`src/rtl/pulse_dsp_pkg.sv`:
```
// rtl/pulse_dsp_pkg.sv - shared widths and frame defaults for the pulse DSP chain
package pulse_dsp_pkg;

    // Sample and result widths shared with square_root_cal
    localparam int DEFAULT_DATA_WIDTH        = 16;
    localparam int DEFAULT_OUTPUT_DATA_WIDTH = 2 * DEFAULT_DATA_WIDTH;

    // Frame geometry
    localparam int DEFAULT_FRAME_LENGTH  = 1024;
    localparam int DEFAULT_COUNTER_WIDTH = $clog2(DEFAULT_FRAME_LENGTH);

endpackage

```
`src/rtl/signed_square_reg.sv`:
```
// rtl/signed_square_reg.sv - registered signed squarer with clock-enable and sync reset
module signed_square_reg #(
    parameter int WIDTH = 16
) (
    input  logic                        clock,
    input  logic                        reset,
    input  logic                        enable,
    input  logic signed [WIDTH-1:0]     din,
    output logic signed [2*WIDTH-1:0]   dout
);

    // Sign-extend first so the product is formed at full 2*WIDTH precision
    logic signed [2*WIDTH-1:0] din_ext;
    assign din_ext = {{WIDTH{din[WIDTH-1]}}, din};

    // Square register: cleared by reset, holds while enable is low
    always_ff @(posedge clock) begin
        if (reset) begin
            dout <= '0;
        end else if (enable) begin
            dout <= din_ext * din_ext;
        end
    end

endmodule

```
`src/rtl/magnitude_squared_cal.sv`:
```
// rtl/magnitude_squared_cal.sv - three-stage pipelined Re^2 + Im^2 with valid tag and frame marker
module magnitude_squared_cal
    import pulse_dsp_pkg::*;
#(
    parameter int DATA_WIDTH        = DEFAULT_DATA_WIDTH,
    parameter int OUTPUT_DATA_WIDTH = DEFAULT_OUTPUT_DATA_WIDTH,
    parameter int FRAME_LENGTH      = DEFAULT_FRAME_LENGTH,
    parameter int COUNTER_WIDTH     = DEFAULT_COUNTER_WIDTH
) (
    input  logic                            clock,
    input  logic                            reset,
    input  logic                            enable,
    input  logic                            validIn,
    input  logic signed [DATA_WIDTH-1:0]    dataInRe,
    input  logic signed [DATA_WIDTH-1:0]    dataInIm,
    output logic                            validOut,
    output logic [OUTPUT_DATA_WIDTH-1:0]    dataOut,
    output logic                            lastOut
);

    localparam logic [COUNTER_WIDTH-1:0] LAST_COUNT = COUNTER_WIDTH'(FRAME_LENGTH - 1);

    logic signed [DATA_WIDTH-1:0]   re_s1;
    logic signed [DATA_WIDTH-1:0]   im_s1;
    logic                           valid_s1;
    logic signed [2*DATA_WIDTH-1:0] sq_re_s2;
    logic signed [2*DATA_WIDTH-1:0] sq_im_s2;
    logic                           valid_s2;
    logic [COUNTER_WIDTH-1:0]       frame_count;
    logic [OUTPUT_DATA_WIDTH-1:0]   sum_s2;
    logic                           frame_end;

    // Both squares are nonnegative and below 2^(2*DATA_WIDTH-1), so the unsigned sum cannot overflow
    assign sum_s2    = OUTPUT_DATA_WIDTH'($unsigned(sq_re_s2)) + OUTPUT_DATA_WIDTH'($unsigned(sq_im_s2));
    assign frame_end = (frame_count == LAST_COUNT);

    // S1: capture the input sample and its valid tag
    always_ff @(posedge clock) begin
        if (reset) begin
            re_s1    <= '0;
            im_s1    <= '0;
            valid_s1 <= 1'b0;
        end else if (enable) begin
            re_s1    <= dataInRe;
            im_s1    <= dataInIm;
            valid_s1 <= validIn;
        end
    end

    // S2: register the two squares alongside the tag
    signed_square_reg #(.WIDTH(DATA_WIDTH)) u_square_re (
        .clock  (clock),
        .reset  (reset),
        .enable (enable),
        .din    (re_s1),
        .dout   (sq_re_s2)
    );

    signed_square_reg #(.WIDTH(DATA_WIDTH)) u_square_im (
        .clock  (clock),
        .reset  (reset),
        .enable (enable),
        .din    (im_s1),
        .dout   (sq_im_s2)
    );

    // S2 tag stage
    always_ff @(posedge clock) begin
        if (reset) begin
            valid_s2 <= 1'b0;
        end else if (enable) begin
            valid_s2 <= valid_s1;
        end
    end

    // S3: output register, zeroed on invalid cycles, plus the frame counter
    always_ff @(posedge clock) begin
        if (reset) begin
            validOut    <= 1'b0;
            dataOut     <= '0;
            lastOut     <= 1'b0;
            frame_count <= '0;
        end else if (enable) begin
            validOut <= valid_s2;
            dataOut  <= valid_s2 ? sum_s2 : '0;
            lastOut  <= valid_s2 && frame_end;
            if (valid_s2) begin
                frame_count <= frame_end ? '0 : frame_count + COUNTER_WIDTH'(1);
            end
        end
    end

endmodule
```
`config.mk`:
```
export PLATFORM = sky130hd
export DESIGN_NAME = magnitude_squared_cal
export DESIGN_NICKNAME = d
export VERILOG_FILES = /design/src/rtl/pulse_dsp_pkg.sv /design/src/rtl/signed_square_reg.sv /design/src/rtl/magnitude_squared_cal.sv
export SDC_FILE = /design/constraint.sdc
export NUM_CORES = 1
export LEC_CHECK = 0
export BUFFER_PORTS_ARGS = -buffer_cell sky130_fd_sc_hd__buf_2
export CORE_MARGIN = 2
export CORE_UTILIZATION = 66
export DETAILED_ROUTE_END_ITERATION = 12
export PLACE_DENSITY = 0.84
export SYNTH_ARGS = -nofsm -noshare
export SYNTH_HDL_FRONTEND = slang
export SYNTH_HIERARCHICAL = 1
export SYNTH_SLANG_ARGS = --single-unit
```
`constraint.sdc`:
```
create_clock -name clock -period 7.8 [get_ports clock]
set_input_delay 1.17 -clock clock [delete_from_list [all_inputs] [get_ports clock]]
set_output_delay 1.17 -clock clock [all_outputs]
set_load 0.005 [all_outputs]
```
# Word-level counts from Yosys, hierarchy flattened
# Cells that the tools add are included.
# W data, S select, Z words.
[totals]
wordCells = 19
register_bits = 142
[classes]
n_eq_ne = 1
mul = 2
n_mux = 2
add_sub_neg = 2
n_reduce_logical = 2
[ops]
columns = ["op", "count"]
rows = [
  ["$mul A16 B16 Y32", 2],
  ["$add A32 B32 Y32", 1],
  ["$mux W32", 1],
  ["$add A10 B1 Y10 const B", 1],
  ["$eq A10 B10 Y1 const B", 1],
  ["$mux W10", 1],
  ["$reduce_and A2 Y1", 1],
  ["$logic_and A1 B1 Y1", 1],
]

# Longest topological paths before layout
# Gate-level depths: netlist (run 1).
[depth]
depth_word = 2
ltp_mapped = 25
ltp_nobuf = 23

# By module
# The synthesis (run 1) kept the hierarchy.
[by_module_without_submodules]
columns = ["mod", "area_each_um2", "cells_per_inst", "seq_area_each_um2", "instances"]
rows = [
  ["signed_square_reg (u_square_re)", 10103.4, 1115, 620.6, 1],
  ["signed_square_reg (u_square_im)", 10102.2, 1109, 620.6, 1],
  ["magnitude_squared_cal", 4389.2, 520, 1561.5, 1],
]

# Worst setup path after synthesis (run 1)
# OpenSTA, ideal clock, no wires.
[synth_timing]
path_type = "reg-to-reg"
from = "register im_s1[15]"
to = "register u_square_im.dout[29]"
setup_slack_ns = 1.633
path_stages_with_launch = 22
arrival_time_ns = 6.072
t_required_ns = 7.705
setup_time_ns = 0.095
path_cell_list = "dfxtp_1 > clkbuf_1 > clkbuf_1 > nand2_1 > fa_1 > inv_1 > fa_1 > inv_1 > fa_1 > fa_1 > fa_1 > fa_1 > inv_1 > ha_1 > a21oi_1 > o21bai_1 > a21o_1 > a31o_2 > o31ai_4 > a21oi_1 > or4_1 > o311ai_1"
[synth_via]
elab_chain_len = 1
[synth_lines]
columns = ["item", "line", "source"]
rows = [
  ["start, declared", "magnitude_squared_cal.sv:24", "logic signed [DATA_WIDTH-1:0] im_s1;"],
  ["start signal, assigned", "magnitude_squared_cal.sv:45", "im_s1 <= dataInIm;"],
  ["$mul A16 B16 Y32", "signed_square_reg.sv:21", "dout <= din_ext * din_ext;"],
  ["end signal, assigned", "signed_square_reg.sv:21", ""],
  ["end, declared", "signed_square_reg.sv:9", "output logic signed [2*WIDTH-1:0] dout"],
]
# Every way passes these cells.
# A chain may end at the register's enable or synchronous reset.

# Final worst setup path (run 1)
[layout_timing]
from = "register im_s1[3]"
to = "register u_square_im.dout[30]"
# The elaborated chain is that of the path after synthesis.

==> results_dict.tcl, run 1 <==
set metrics [dict create \
    async_flop_share_pct 0 \
    die_h_um 197 \
    maxClockFrequency_mhz 143 \
    synthTopCellsByCount "inv_1 (671), fa_1 (467), nand2_1 (242), ha_1 (210), nor2_1 (196)" \
    ant_nets 0 \
    vias_per_cell 5.77 \
    fin_crit_ns 7.01 \
    startpoint_type "flop" \
    grt_first_pass_wirelength_um 94300 \
    post-route-period-util_pct 89.8 \
    synth_edf_count 0 \
    io_buffers 69 \
    clock-sinks 140 \
    yosysSeqAreaShare_pct 11.4 \
    ff2ff_setup_slack_ns 0.79 \
    initial_utilization_pct 67.0 \
    vias 18700 \
    grt_overflow_total 0 \
    ys.warnings.count 6 \
    post_drt_wl_per_cell_um 17.1 \
    timing.rr.end "u_square_im/dout[30]" \
    fin_nets 3475 \
    crit_chain "inv_1 -> nor2_1 -> fa_1 -> fa_1 -> inv_1 -> fa_1 -> fa_1 -> inv_1 -> fa_1 -> inv_1 -> fa_1 -> inv_1 -> ha_1 -> inv_1 -> nor2_1 -> nand4_1 -> a31oi_1 -> o31ai_2 -> a31oi_1 -> mux2i_1 -> nand2_1" \
    rr_worst_depth 21 \
    insertion_delay_ns 0.45 \
    ir_drop_uv 130 \
    dieWidth_um 197 \
    track_usage_pct 30.5 \
    antenna_found_initial 0 \
    drtPass1Iterations 6 \
    met2_usage_pct 54.0 \
    syn_area_sq_um 24600 \
    finalMaxSlewViolations 0 \
    hold_viol_final 0 \
    reg2reg_from "im_s1[3]" \
    relSlewSlack_pct 36.6 \
    status "complete, no violations" \
    place_hpwl_um 44700 \
    post_cts_buffers 0 \
    place_area_sq_um 25300 \
    hold_end "lastOut" \
    ys_top_cells_by_area "fa_1 (38%), dfxtp_1 (11%), ha_1 (11%), inv_1 (10%), nand2_1 (3.7%)" \
    hold_buffers 0 \
    gp_congestion 0.895 \
    arrival_ns 7.35 \
    grt_use_met1_pct 38.0 \
    grt_pass1_vias 20300 \
    end_kind "flop" \
    core_area_sq_um 36700 \
    synth_largest_area_cell "fa_1" \
    slowest_delay_ns 0.89 \
    synthToLayoutAreaGrowth_pct 5.53 \
    cts_tree "built" \
    p_leak_nw 13.7 \
    max_cap_violations 0 \
    n_fill_cell 2695 \
    hp-start "lastOut" \
    wirelength_um 55600 \
    syn-instance-count 2744 \
    whs_path_depth 2 \
    grt-busiest-layer "met2" \
    grt_setup_unrepaired "false" \
    setup_viol 0 \
    grt_util_met3_pct 4.20 \
    ys.flop_type "dfxtp_1" \
    critPathMaxFanout 16 \
    numCtsBuffers 17 \
    synth_area_per_cell_sq_um 8.96 \
    required_ns 8.14 \
    drive_above_1_share_pct 5.87 \
    finalSetupTns_ns 0 \
    clkTransAtPathRegs_ns 0.07 \
    drt_iter0_drc 1368 \
    cts_resized 0 \
    synth.most_common_cell "inv_1" \
    yosys_register_bits 140 \
    htree_num_levels 4 \
    yosysTopAreaCellShare_pct 38.0 \
    syn_nets 3457 \
    crit_slowest_cell "fa_1" \
    fp-row-count 70 \
    final_area_sq_um 26000 \
    finalClockSkew_ns 0.0194 \
    drc_errors 0 \
    synthDistinctLibCells 88 \
    hold_path_class "reg2reg" \
    root_buffer "clkbuf_16" \
    grt_start_max_net_pins 79 \
    ios 70 \
    power.density_nw_per_um2 137 \
    die_area_sq_um 38800 \
    cts_buffer_depth 2 \
    tightest_slew_ns 0.950 \
    crit_type "reg2reg" \
]
stage by stage:
step / hold WS (ns) / power, mW / instances / util (%) / setup WS [ns]
5_1_grt: 0.501 / 3.83 / 3243 / 70.7 / 0.447
2_1_floorplan: 0.429 / 2.23 / 2744 / - / 1.63
3_5_place_dp: 0.454 / 2.65 / 3211 / 69.0 / 0.933
4_1_cts: 0.463 / 3.55 / 3243 / 70.7 / 0.894
6_report: 0.465 / 3.54 / 3244 / 70.7 / 0.795
3_3_place_gp: 0.449 / 2.56 / 3211 / 69.0 / 1.18
area by class of cell:
class	instances	area [sq um]	share of cell area, %
clock inverters	15	205	0.791
repair buffers	87	485	1.87
well taps	468	586	2.26
diodes	1	2.50	0.00964
multi-input cells	1844	18900	72.9
clock buffers	17	425	1.64
inverters	672	2520	9.72
flip-flops and latches	140	2800	10.8
where the power goes:
group / internal, mW / switching, mW
logic: 0.738 / 1.04
clock network: 0.491 / 0.396
registers: 0.789 / 0.0933
total: 2.02 / 1.53
worst max-delay path by stage:
stage / start / end / slack, ns / cells past startpoint
after detailed placement: im_s1[3] / u_square_im/dout[29] / 0.93 / 18
after global routing: im_s1[3] / u_square_im/dout[30] / 0.45 / 21
final: im_s1[3] / u_square_im/dout[30] / 0.79 / 21
after CTS: im_s1[3] / u_square_im/dout[30] / 0.89 / 21
after floorplan: im_s1[15] / u_square_im/dout[29] / 1.63 / 21
after global placement: im_s1[3] / u_square_im/dout[29] / 1.18 / 18
critical path: cells and delay by family (launching register included):
| kind | cells | cell delay (ns) |
|---|---|---|
| AO/OA/AOI/OAI | 3 | 0.77 |
| adder cells (fa/ha/maj) | 7 | 3.82 |
| flip-flops | 1 | 0.70 |
| multiplexers | 1 | 0.21 |
| AND/OR/NAND/NOR | 4 | 0.71 |
| buffers and inverters | 6 | 0.68 |
flip-flops by register name (all words and copies together), names as in the netlist:
signal	cells
dataOut	32
frame_count	10
im_s1	16
lastOut	1
re_s1	16
u_square_im/dout	31
u_square_re/dout	31
validOut	1
valid_s1	1
valid_s2	1
logic make-up after synthesis:
kind of cell    Yosys count  share of synthesized area (%)
fa+ha+maj               677                           48.7
compound gates          329                           9.28
other cells               2                         0.0305
simple gates            662                           12.4
flops                   140                           11.4
buf+inv                 760                           11.7
xor+xnor                107                           3.81
mux                      67                           2.73
layout by cell type, fill, tap and decap left out, types with 4 or more instances in the layout:
master,count
a31oi_1,10
or4_1,4
a21o_1,26
and2_1,87
xnor2_1,74
nor3b_1,6
a211o_1,4
nor2_1,196
nor4_1,4
o21a_1,13
nor2b_1,13
a21oi_1,83
fa_1,467
buf_4,20
inv_6,4
a211oi_1,22
dfxtp_1,140
o22ai_1,5
nand2b_1,16
inv_1,671
a31o_2,12
o211ai_1,11
nand2_1,242
nor3_1,15
clkbuf_16,17
mux2i_1,67
o21ai_0,63
or3_1,9
buf_2,67
clkinv_8,4
and3_1,9
xor2_1,33
ha_1,210
nand4_1,14
o21bai_1,10
nand3_1,29
a22oi_1,12
routing by layer:
metal	routed length, um	vias up
li1	-	8486
met1	21800	9412
met2	28400	680
met3	3440	151
met4	1930	0
met5	0	-
No activity file was read; power rests on OpenSTA's default activity.
==> inputs of run 2 (changes only) <==
--- a/config.mk
+++ b/config.mk
@@ -12,5 +12,4 @@
 export PLACE_DENSITY = 0.84
 export SYNTH_ARGS = -nofsm -noshare
 export SYNTH_HDL_FRONTEND = slang
-export SYNTH_HIERARCHICAL = 1
 export SYNTH_SLANG_ARGS = --single-unit
==> run 2 against run 1 <==
  * Total power down 4.0%
  * Clock power down 12%
  * Via count down 6.6%
  * Die area down 3.3%
  * Global-route usage down 1.4 points
  * Sequential cell count unchanged
  * Combinational power about the same
  * Register-to-register slack worse by 0.02 ns
  * Utilization down 0.17 points
  * Critical path type unchanged
  * Largest cell class unchanged
==> results_dict.tcl, run 2 <==
set metrics [dict create \
    status "complete, no violations" \
    synthToLayoutAreaGrowth_pct 5.30 \
    p_leak_nw 13.2 \
    worst_slack_ns 0.773 \
    hold_viol_final 0 \
    p_comb_share_pct 51.4 \
    yosysSeqAreaShare_pct 11.8 \
    synthDistinctLibCells 78 \
    gp_congestion 0.903 \
    synthTopCellsByCount "inv_1 (647), fa_1 (468), nand2_1 (213), ha_1 (207), nor2_1 (186)" \
    grt_pass1_vias 19100 \
    crit_type "reg2reg" \
    max_cap_violations 0 \
    finalMaxSlewViolations 0 \
    ys_top_cells_by_area "fa_1 (39%), dfxtp_1 (12%), ha_1 (11%), inv_1 (10%), nand2_1 (3.4%)" \
    final_common_cell "inv_1" \
    drc_errors 0 \
    synth_edf_count 0 \
    post_cts_buffers 0 \
    fp-row-count 69 \
    cts_buffer_depth 2 \
    syn-instance-count 2599 \
    ys.flop_type "dfxtp_1" \
    syn_nets 3310 \
    vias_per_cell 5.65 \
    hold_end "u_square_im.dout[26]" \
    async_flop_share_pct 0 \
    vias 17500 \
    relSlewSlack_pct 29.1 \
    die_area_sq_um 37600 \
    place_hpwl_um 42300 \
    synth_largest_area_cell "fa_1" \
    ios 70 \
    maxClockFrequency_mhz 142 \
    seq_power_share_pct 25.7 \
    n_fill_cell 2602 \
    post-route-period-util_pct 90.1 \
    n_antenna_cell 0 \
    critPathMaxFanout 17 \
    fin_nets 3332 \
    wirelength_um 52200 \
    drive_above_1_share_pct 5.66 \
    synth_area_per_cell_sq_um 9.15 \
    syn_area_sq_um 23800 \
    ys.warnings.count 0 \
    largest_register "dataOut" \
    grt_setup_unrepaired "false" \
    ir_drop_uv 311 \
    end_kind "flop" \
    drt_iter0_drc 1074 \
    insertion_delay_ns 0.44 \
    fin_crit_ns 7.03 \
    largest_reg_flops 32 \
    reg2reg_from "im_s1[2]" \
    timing.rr.end "u_square_im.dout[31]" \
    die_h_um 194 \
    yosysTopAreaCellShare_pct 39.4 \
    p_sw_share_pct 43.4 \
    antenna_found_initial 0 \
    startpoint_type "flop" \
    root_buffer "clkbuf_16" \
    setup_viol 0 \
    ant_nets 0 \
    ff2ff_setup_slack_ns 0.77 \
    cts_tree "built" \
    clock-sinks 140 \
    required_ns 8.09 \
    htree_num_levels 4 \
    rr_worst_depth 18 \
    core_area_sq_um 35500 \
    hold_buffers 0 \
    io_buffers 69 \
    grt_overflow_total 0 \
    yosys_register_bits 140 \
    clkTransAtPathRegs_ns 0.07 \
    initial_utilization_pct 67.0 \
    cts_resized 0 \
    tightest_slew_ns 1.06 \
    finalPower_mw 3.40 \
    numCtsBuffers 17 \
    dp_slack_ns 0.918 \
    track_usage_pct 29.0 \
    synth.most_common_cell "inv_1" \
    p_sw_mw 1.48 \
    arrival_ns 7.32 \
    hold_path_class "reg2reg" \
    whs_path_depth 2 \
    hp-start "u_square_im.dout[26]" \
    finalSetupTns_ns 0 \
    p_clk_share_pct 23.0 \
    drtPass1Iterations 7 \
    power.density_nw_per_um2 136 \
    reg_top3 "dataOut (32), u_square_im.dout (31), u_square_re.dout (31)" \
    grt_first_pass_wirelength_um 88400 \
    p_int_mw 1.93 \
    grt_start_max_net_pins 64 \
    final_area_sq_um 25000 \
    finalClockSkew_ns 0.0144 \
    layout_common_cells "inv_1 (647), fa_1 (468), nand2_1 (213), ha_1 (207), nor2_1 (184)" \
    dieWidth_um 194 \
    post_drt_wl_per_cell_um 16.9 \
    place_area_sq_um 24500 \
]
run 2: changes by cell type after synthesis, moves of 10 or more:
| cell | before | now |
|---|---|---|
| nand2_1 | 242 | 213 |
| inv_1 | 671 | 647 |
| a22o_1 | 2 | 19 |
| o21ai_0 | 63 | 47 |
| nor2_1 | 196 | 186 |
run 2: worst max-delay path by stage:
stage / end / from / slack (ns) / cells after the start
after global routing: u_square_re.dout[31] / re_s1[2] / 0.46 / 20
after CTS: u_square_im.dout[31] / im_s1[2] / 0.84 / 18
final: u_square_im.dout[31] / im_s1[2] / 0.77 / 18
after global placement: u_square_im.dout[30] / im_s1[2] / 1.27 / 18
after detailed placement: u_square_im.dout[31] / im_s1[2] / 0.92 / 18
after floorplan: u_square_re.dout[31] / re_s1[15] / 1.73 / 22
run 2: metal layers:
layer | wire length, um | GRT usage, %
met3 | 3130 | 4.05
met1 | 20000 | 35.6
met4 | 1970 | 11.4
met5 | 0 | 0
met2 | 27100 | 51.9
run 2: power groups by stage:
stage / Combinational (mW) / Sequential [mW] / Clock [mW]
global placement: 1.63 / 0.883 / 0
finish: 1.75 / 0.874 / 0.781
floorplan: 1.35 / 0.843 / 0
detailed placement: 1.71 / 0.886 / 0
CTS: 1.74 / 0.871 / 0.783
global route: 1.97 / 0.881 / 0.811
run 2: critical path: stages, from the launching register on:
cell and delay, ns:
dfxtp_1 0.74, inv_1 0.29, nor2_1 0.31, fa_1 0.61, fa_1 0.91, fa_1 0.53
fa_1 0.50, fa_1 0.49, inv_1 0.05, fa_1 0.47, inv_1 0.04, ha_1 0.35
o21a_1 0.22, nor2_1 0.22, o31ai_1 0.14, a211oi_1 0.50, o31ai_1 0.18, xnor2_1 0.22
o21ai_0 0.10
run 2: area by class of cell:
| class | count | area [sq um] | share of cell area (%) |
|---|---|---|---|
| Sequential cell | 140 | 2800 | 11.2 |
| Tap cell | 461 | 577 | 2.30 |
| Clock inverter | 11 | 88.8 | 0.355 |
| Clock buffer | 21 | 450 | 1.80 |
| Timing Repair Buffer | 87 | 485 | 1.94 |
| Multi-Input combinational cell | 1726 | 18200 | 72.7 |
| Inverter | 649 | 2440 | 9.73 |
run 2: per-stage QoR:
| stage | hold slack [ns] | utilization, % | std cells |
|---|---|---|---|
| after CTS | 0.463 | 70.6 | 3095 |
| after global placement | 0.445 | 69.0 | 3063 |
| after floorplan | 0.429 | - | 2599 |
| after detailed placement | 0.450 | 69.0 | 3063 |
| after global routing | 0.486 | 70.6 | 3095 |
| final | 0.464 | 70.6 | 3095 |
run 2: kinds of logic (layout without fill, tap and decap cells):
logic type	Yosys count	after routing	synth area share [%]
compound gates	300	300	8.57
fa+ha+maj	675	675	50.3
buf+inv	733	768	11.7
simple gates	579	579	11.0
xor+xnor	113	113	4.16
mux	59	59	2.48
flops	140	140	11.8
==> inputs of run 3 (changes only) <==
--- a/config.mk
+++ b/config.mk
@@ -9,6 +9,7 @@
 export CORE_MARGIN = 2
 export CORE_UTILIZATION = 66
 export DETAILED_ROUTE_END_ITERATION = 12
+export MAX_ROUTING_LAYER = met4
 export PLACE_DENSITY = 0.84
 export SYNTH_ARGS = -nofsm -noshare
 export SYNTH_HDL_FRONTEND = slang
==> run 3 against run 2 <==
  * Register-to-register slack hardly changed
  * Non-clock buffer count stayed put
  * Clock power is 4.9% higher
  * Total power is 0.54% higher
  * Worst hold slack worse by 0.0054 ns
  * Sequential share of layout area hardly changed
  * Largest cell class unchanged
  * Cell area hardly changed
  * Via count is 0.28% higher
  * Sequential cell count stayed put
  * Clock skew is 0.00086 ns higher
==> results_dict.tcl, run 3 (synthesized netlist as in run 2, its figures left out) <==
set metrics [dict create \
    multi_input_area_sq_um 18200 \
    reg_top3 "dataOut (32), u_square_im.dout (31), u_square_re.dout (31)" \
    power.density_nw_per_um2 137 \
    cts_buffer_depth 2 \
    crit_type "reg2reg" \
    insertion_delay_ns 0.45 \
    relSlewSlack_pct 30.9 \
    cts_resized 0 \
    drtPass1Iterations 5 \
    critPathMaxFanout 17 \
    root_buffer "clkbuf_16" \
    whs_ns 0.458 \
    rr_worst_depth 18 \
    gp_congestion 0.924 \
    fin_crit_ns 7.01 \
    timing.rr.end "u_square_im.dout[30]" \
    drc_errors 0 \
    hold_buffers 0 \
    post-route-period-util_pct 89.9 \
    die_h_um 194 \
    clock-sinks 140 \
    grt_first_pass_wirelength_um 89600 \
    reg2reg_from "im_s1[2]" \
    grt_pass1_vias 19700 \
    ff2ff_setup_slack_ns 0.79 \
    end_kind "flop" \
    synthToLayoutAreaGrowth_pct 5.36 \
    core_area_sq_um 35500 \
    finalSetupTns_ns 0 \
    antenna_found_initial 0 \
    track_usage_pct 30.3 \
    p_leak_nw 13.2 \
    cts_tree "built" \
    io_buffers 69 \
    largest_reg_flops 32 \
    max_cap_violations 0 \
    ios 70 \
    finalPower_mw 3.42 \
    numCtsBuffers 17 \
    fp-row-count 69 \
    vias_per_cell 5.67 \
    startpoint_type "flop" \
    grt_setup_unrepaired "false" \
    drt_iter0_drc 1246 \
    wirelength_um 52100 \
    htree_num_levels 4 \
    finalClockSkew_ns 0.0153 \
    largest_register "dataOut" \
    grt_overflow_total 0 \
    post_drt_wl_per_cell_um 16.8 \
    initial_utilization_pct 67.0 \
    clkTransAtPathRegs_ns 0.07 \
    drive_above_1_share_pct 5.70 \
    required_ns 8.08 \
    ant_nets 0 \
    fin_nets 3332 \
    tightest_slew_ns 1.03 \
    seqCellArea_sq_um 2800 \
    ir_drop_uv 220 \
    place_hpwl_um 42200 \
    finalMaxSlewViolations 0 \
    grt_start_max_net_pins 64 \
    hold_end "u_square_im.dout[26]" \
    n_fill_cell 2577 \
    maxClockFrequency_mhz 143 \
    hold_viol_final 0 \
    vias 17500 \
    dieWidth_um 194 \
    setup_viol 0 \
    whs_path_depth 2 \
    hp-start "u_square_im.dout[26]" \
    layout_common_cells "inv_1 (647), fa_1 (468), nand2_1 (213), ha_1 (207), nor2_1 (184)" \
    die_area_sq_um 37600 \
    post_cts_buffers 0 \
    hold_path_class "reg2reg" \
    n_antenna_cell 0 \
    status "complete, no violations" \
    final_common_cell "inv_1" \
    arrival_ns 7.30 \
]
## run 3: changes by cell type in the layout (fill, tap and decap cells not counted)
cell / previous run / this run
bufinv_16: 0 / 1
clkbuf_1: 3 / 1
clkinv_2: 2 / 3
clkinv_4: 4 / 0
clkinvlp_4: 2 / 3
inv_6: 2 / 5
inv_8: 1 / 0
## run 3: power breakdown
part | switching, mW | internal (mW) | total [mW]
clock network | 0.370 | 0.449 | 0.819
logic | 1.01 | 0.714 | 1.73
registers | 0.0850 | 0.791 | 0.876
total | 1.47 | 1.95 | 3.42
## run 3: cell type report
class	instances	share of cell area [%]
flip-flops and latches	140	11.2
well taps	461	2.30
multi-input cells	1726	72.6
repair buffers	87	1.94
clock inverters	12	0.445
inverters	649	9.72
clock buffers	19	1.77
## run 3: worst max path at each step
stage	slack, ns	to	start	cells past startpoint
floorplan	1.73	u_square_re.dout[31]	re_s1[15]	22
CTS	0.83	u_square_im.dout[30]	im_s1[2]	18
detailed placement	0.85	u_square_im.dout[30]	im_s1[2]	18
global route	0.44	u_square_re.dout[31]	re_s1[2]	19
finish	0.79	u_square_im.dout[30]	im_s1[2]	18
global placement	1.24	u_square_re.dout[31]	re_s1[2]	20
## run 3: routing by layer
| layer | wire length, um | up-vias | part of all wire, % | GRT usage [%] |
|---|---|---|---|---|
| li1 | - | 7979 | - | - |
| met1 | 19700 | 8861 | 38 | 35.4 |
| met2 | 27300 | 575 | 53 | 53.4 |
| met3 | 3260 | 121 | 6.3 | 4.23 |
| met4 | 1710 | 0 | 3.3 | 11.3 |
| met5 | 0 | - | 0 | - |
## run 3: critical path, stage by stage (launching register included)
cell and delay [ns]:
dfxtp_1 0.76, inv_1 0.29, nor2_1 0.30, fa_1 0.60
fa_1 0.88, fa_1 0.53, fa_1 0.51, fa_1 0.50
inv_1 0.05, fa_1 0.47, inv_1 0.04, ha_1 0.19
or3_1 0.40, a21oi_1 0.20, o21ai_0 0.17, a221o_2 0.43
a21oi_2 0.17, mux2i_1 0.23, a311oi_2 0.11
## run 3: stage by stage
step                cells  utilization, %  worst slack (ns)  cell area (sq um)
finish               3094            70.6             0.785              25100
global route         3094            70.6             0.440              25100
CTS                  3094            70.6             0.833              25100
detailed placement   3063            69.0             0.852              24500
global placement     3063            69.0              1.24              24500
floorplan            2599               -              1.73              23800
